--- src/rtl/echo_codificador_serial.sv ---
// Packs N_DIG BCD digits into Johnson display codes and emits them one per cycle.
// Output is registered (1 cycle after accept); HOLD freezes everything; RDY reopens on the last digit.
module echo_codificador_serial #(
  parameter int N_DIG        = 4,
  parameter bit MSD_FIRST    = 1'b1,
  parameter bit WRAP_INVALID = 1'b1,
  parameter int IDX_W        = (N_DIG > 1) ? $clog2(N_DIG) : 1
) (
  input  logic               CLK,
  input  logic               RS,
  input  logic               RE,
  input  logic [4*N_DIG-1:0] D_IN,
  input  logic               HOLD,
  output logic               RDY,
  output logic [4:0]         S_OUT,
  output logic               S_VLD,
  output logic               S_LAST,
  output logic [IDX_W-1:0]   S_IDX,
  output logic               ERR
);

  localparam logic [IDX_W-1:0] FIRST_IDX = MSD_FIRST ? IDX_W'(N_DIG - 1) : '0;
  localparam logic [IDX_W-1:0] LAST_IDX  = MSD_FIRST ? '0 : IDX_W'(N_DIG - 1);
  localparam bit               ONE_DIGIT = (N_DIG == 1);

  typedef enum logic {IDLE, SHIFT} state_t;

  state_t             state, state_n;
  logic [4*N_DIG-1:0] word, word_n;
  logic [IDX_W-1:0]   idx_n, idx_step;
  logic [4:0]         out_n;
  logic               last_n, err_n, accept;
  logic [5:0]         enc_new, enc_adv;

  function automatic logic [4:0] johnson(input logic [3:0] v);
    case (v)
      4'd0:    johnson = 5'b11111;
      4'd1:    johnson = 5'b01111;
      4'd2:    johnson = 5'b00111;
      4'd3:    johnson = 5'b00011;
      4'd4:    johnson = 5'b00001;
      4'd6:    johnson = 5'b10000;
      4'd7:    johnson = 5'b11000;
      4'd8:    johnson = 5'b11100;
      4'd9:    johnson = 5'b11110;
      default: johnson = 5'b00000;
    endcase
  endfunction

  // Returns {err, code}; out-of-range digits either wrap or show an illegal pattern.
  function automatic logic [5:0] encode(input logic [3:0] d);
    if (d > 4'd9)
      encode = WRAP_INVALID ? {1'b1, johnson(d - 4'd10)} : {1'b1, 5'b10101};
    else
      encode = {1'b0, johnson(d)};
  endfunction

  assign S_VLD    = (state == SHIFT);
  assign RDY      = ~RS & ((state == IDLE) | (S_VLD & S_LAST & ~HOLD));
  assign accept   = RE & RDY;
  assign idx_step = MSD_FIRST ? (S_IDX - IDX_W'(1)) : (S_IDX + IDX_W'(1));
  assign enc_new  = encode(D_IN[4*int'(FIRST_IDX) +: 4]);
  assign enc_adv  = encode(word[4*int'(idx_step) +: 4]);

  always_comb begin
    state_n = state;
    word_n  = word;
    idx_n   = S_IDX;
    out_n   = S_OUT;
    last_n  = S_LAST;
    err_n   = ERR;
    case (state)
      IDLE: begin
        if (accept) begin
          state_n = SHIFT;
          word_n  = D_IN;
          idx_n   = FIRST_IDX;
          {err_n, out_n} = enc_new;
          last_n  = ONE_DIGIT;
        end
      end
      SHIFT: begin
        if (!HOLD) begin
          if (!S_LAST) begin
            idx_n  = idx_step;
            {err_n, out_n} = enc_adv;
            last_n = (idx_step == LAST_IDX);
          end else if (accept) begin
            // Back-to-back word: load without an idle bubble.
            word_n = D_IN;
            idx_n  = FIRST_IDX;
            {err_n, out_n} = enc_new;
            last_n = ONE_DIGIT;
          end else begin
            state_n = IDLE;
            idx_n   = '0;
            out_n   = 5'b00000;
            last_n  = 1'b0;
            err_n   = 1'b0;
          end
        end
      end
      default: state_n = IDLE;
    endcase
  end

  always_ff @(posedge CLK) begin
    if (RS) begin
      state  <= IDLE;
      word   <= '0;
      S_IDX  <= '0;
      S_OUT  <= 5'b00000;
      S_LAST <= 1'b0;
      ERR    <= 1'b0;
    end else begin
      state  <= state_n;
      word   <= word_n;
      S_IDX  <= idx_n;
      S_OUT  <= out_n;
      S_LAST <= last_n;
      ERR    <= err_n;
    end
  end

endmodule

--- config.mk ---
export PLATFORM = sky130hd
export DESIGN_NAME = echo_codificador_serial
export DESIGN_NICKNAME = d
export VERILOG_FILES = /design/src/rtl/echo_codificador_serial.sv
export SDC_FILE = /design/constraint.sdc
export NUM_CORES = 1
export LEC_CHECK = 0
export CORE_ASPECT_RATIO = 0.8
export CORE_MARGIN = 3
export CORE_UTILIZATION = 56
export DETAILED_ROUTE_END_ITERATION = 7
export GPL_TIMING_DRIVEN = 0
export PLACE_DENSITY = 0.85
export SYNTH_ARGS = -nofsm -noshare
export SYNTH_HDL_FRONTEND = slang
export SYNTH_SLANG_ARGS = --single-unit
--- constraint.sdc ---
create_clock -name CLK -period 5.4 [get_ports CLK]
set_input_delay 0.54 -clock CLK [delete_from_list [all_inputs] [get_ports CLK]]
set_output_delay 0.54 -clock CLK [all_outputs]
set_load 0.02 [all_outputs]
==> results.json <==
{
  "remaining_drc_errors": 0,
  "yosysMostFrequentCell": "nand2_1",
  "hp-class": "register to register",
  "min_period_ns": 3.32,
  "die-width_um": 67.3,
  "die-area_um2": 3700,
  "p_sw_uw": 167,
  "row_count": 17,
  "power_frac_seq_pct": 41.6,
  "synth_edf_count": 0,
  "critPathCaptureType": "primary output",
  "required_ns": 4.86,
  "dr.first_iter.drc_count": 120,
  "yosysUniqueCellTypes": 45,
  "final_core_util_pct": 73.9,
  "worstMarginPinSlew_ns": 0.611,
  "clock_sinks": 26,
  "relSlewSlack_pct": 59.0,
  "synth_cells": 216,
  "netSwitchingFraction_pct": 32.0,
  "grt_max_degree": 15,
  "pin_count": 31,
  "rr_worst_depth": 10,
  "grt_pass1_vias": 1485,
  "crit_arrival_ns": 2.78,
  "synth.net_count": 241,
  "post_cts_resized": 0,
  "path_clk_slew_ns": 0.09,
  "vdd.ir_drop.worst_mv": 0.192,
  "power.density_nw_per_um2": 252,
  "cellInternalPower_uw": 355,
  "crit_type": "input port to primary output",
  "syn_avg_cell_area_um2": 7.79,
  "async_reset_ff_share_pct": 0,
  "io_buffers": 29,
  "cts_tree": "done",
  "ys_warn_count": 0,
  "min_path_cells": 2,
  "yosys.area.top_type": "dfxtp_1",
  "synthTopCellsByCount": "nand2_1 (27), dfxtp_1 (26), o21ai_0 (26)",
  "via_per_inst": 5.72,
  "grt_pass1_wl_um": 6710,
  "clock_path_buffers": 2,
  "pwr-share-clk_pct": 24.3,
  "setup_viol": 0,
  "wire_per_inst_um": 14.2,
  "ys_seq_elements": 26,
  "synth_flop_cell": "dfxtp_1",
  "gp_congestion": 0.837,
  "dp_hpwl_um": 2980,
  "final_hold_viol_count": 0,
  "netlist_area_um2": 1680,
  "dieHeight_um": 55.0,
  "cp_max_fo": 10,
  "diodes": 0,
  "p_leak_nw": 0.751,
  "clock-skew-final_ns": 0.00180,
  "power.share.combinational_pct": 34.2,
  "drive_above_1_share_pct": 7.63,
  "grt-ovfl-total": 0,
  "drv_slew": 0,
  "cts_hold_buf": 0,
  "nNetsFinal": 275,
  "grt_antenna_before_repair": 0,
  "cts_setup_buffers": 0,
  "max-cap-violations": 0,
  "cts_htree_levels": 1,
  "coreArea_um2": 2810,
  "rsz0062_at_grt": "false",
  "detail-route-antenna-nets": 0,
  "synth.area.top_cells": "dfxtp_1 (31%), nand2b_1 (8.6%), o21ai_0 (7.7%), nand2_1 (6.0%), mux4_2 (5.4%)",
  "first_pass_iters": 4,
  "synth_top_area_share_pct": 31.0,
  "yosysSeqAreaShare_pct": 31.0,
  "multi_input_area_um2": 1050,
  "final-seq-area_um2": 520,
  "n_fill_cell": 235,
  "cts_inserted_buffers": 3,
  "area_growth_pct": 23.4,
  "cts_root_buf": "clkbuf_8",
  "max_freq_mhz": 301,
  "outcome": "finished, final reports clean",
  "num_vias": 1642,
  "track_usage_pct": 24.4,
  "wl_um": 4070,
  "start_util_pct": 59.9,
  "startpoint_type": "input port",
  "clock_latency_ns": 0.27,
  "tns_ns": 0,
  "timing.final.crit_share_pct": 61.5
}
## area by class of cell
cell class              instances  share of cell area (%)
repair buffers                 29                    14.0
well taps                      38                    2.29
inverters                       9                    1.63
clock buffers                   4                    2.65
flip-flops and latches         26                    25.1
plain buffers                  14                    3.50
multi-input cells             167                    50.8
## worst paths after layout
path | from | endpoint | slack [ns]
hold reg to reg | word[6] | word[6] | 0.48
hold / removal | word[6] | word[6] | 0.48
setup reg to reg | S_IDX[0] | S_OUT[4] | 2.41
setup / recovery | RS | RDY | 2.08
## power groups by stage
stage               combinational [mW]  sequential [mW]  clock (mW)
floorplan                        0.115            0.227           0
global placement                 0.174            0.221           0
detailed placement               0.176            0.221           0
CTS                              0.178            0.217       0.129
global route                     0.196            0.219       0.137
finish                           0.178            0.217       0.127
## state kept, by name (all words and copies together), names as in the netlist
signal	flops
ERR	1
S_IDX	2
S_LAST	1
S_OUT	5
S_VLD	1
word	16
## critical path: stages
cell and delay (ns):
clkdlybuf4s50_1 0.48, clkbuf_1 0.35, clkbuf_1 0.35, clkbuf_1 0.42, a21oi_1 0.08, clkdlybuf4s50_1 0.56
## cells by family (layout without fill, tap and decap cells)
kind of cell    Yosys count  count (layout)  share of synthesized area, %
simple gates             83              83                          24.3
compound gates           71              71                          27.0
fa+ha+maj                 5               5                          3.72
xor+xnor                  2               2                          1.04
mux                       6               6                          6.62
flops                    26              26                          31.0
buf+inv                  23              56                          6.32
## metal layers
metal	global-route usage [%]	wire length, um	vias to the layer above
li1	-	-	828
met1	33.2	1900	744
met2	38.7	1730	64
met3	5.86	408	6
met4	7.07	43	0
met5	0	0	-
## placed cells by master (no fill, tap or decap), types with 3 or more instances in the layout
cell type,Yosys,layout
clkdlybuf4s50_1,0,29
nand2_1,27,27
dfxtp_1,26,26
o21ai_0,26,26
nand2b_1,23,23
nor2_1,16,16
a21oi_1,13,13
clkbuf_1,10,10
inv_1,9,9
ha_1,5,5
mux4_2,4,4
and3_1,4,4
clkbuf_8,0,4
a22oi_1,3,3
o21a_1,3,3
nor3_1,3,3
a211oi_1,3,3
o211ai_1,3,3
## through the flow
stage | worst slack (ns) | std cells | power [mW] | hold WS, ns | cell area [um2]
finish | 2.08 | 287 | 0.522 | 0.481 | 2070
global route | 1.97 | 287 | 0.552 | 0.512 | 2070
CTS | 2.08 | 287 | 0.523 | 0.478 | 2070
detailed placement | 2.10 | 283 | 0.397 | 0.465 | 2020
global placement | 2.10 | 283 | 0.395 | 0.459 | 2020
floorplan | 2.60 | 216 | 0.342 | 0.446 | 1680
Note: power is estimated with default switching activity, not from simulation.
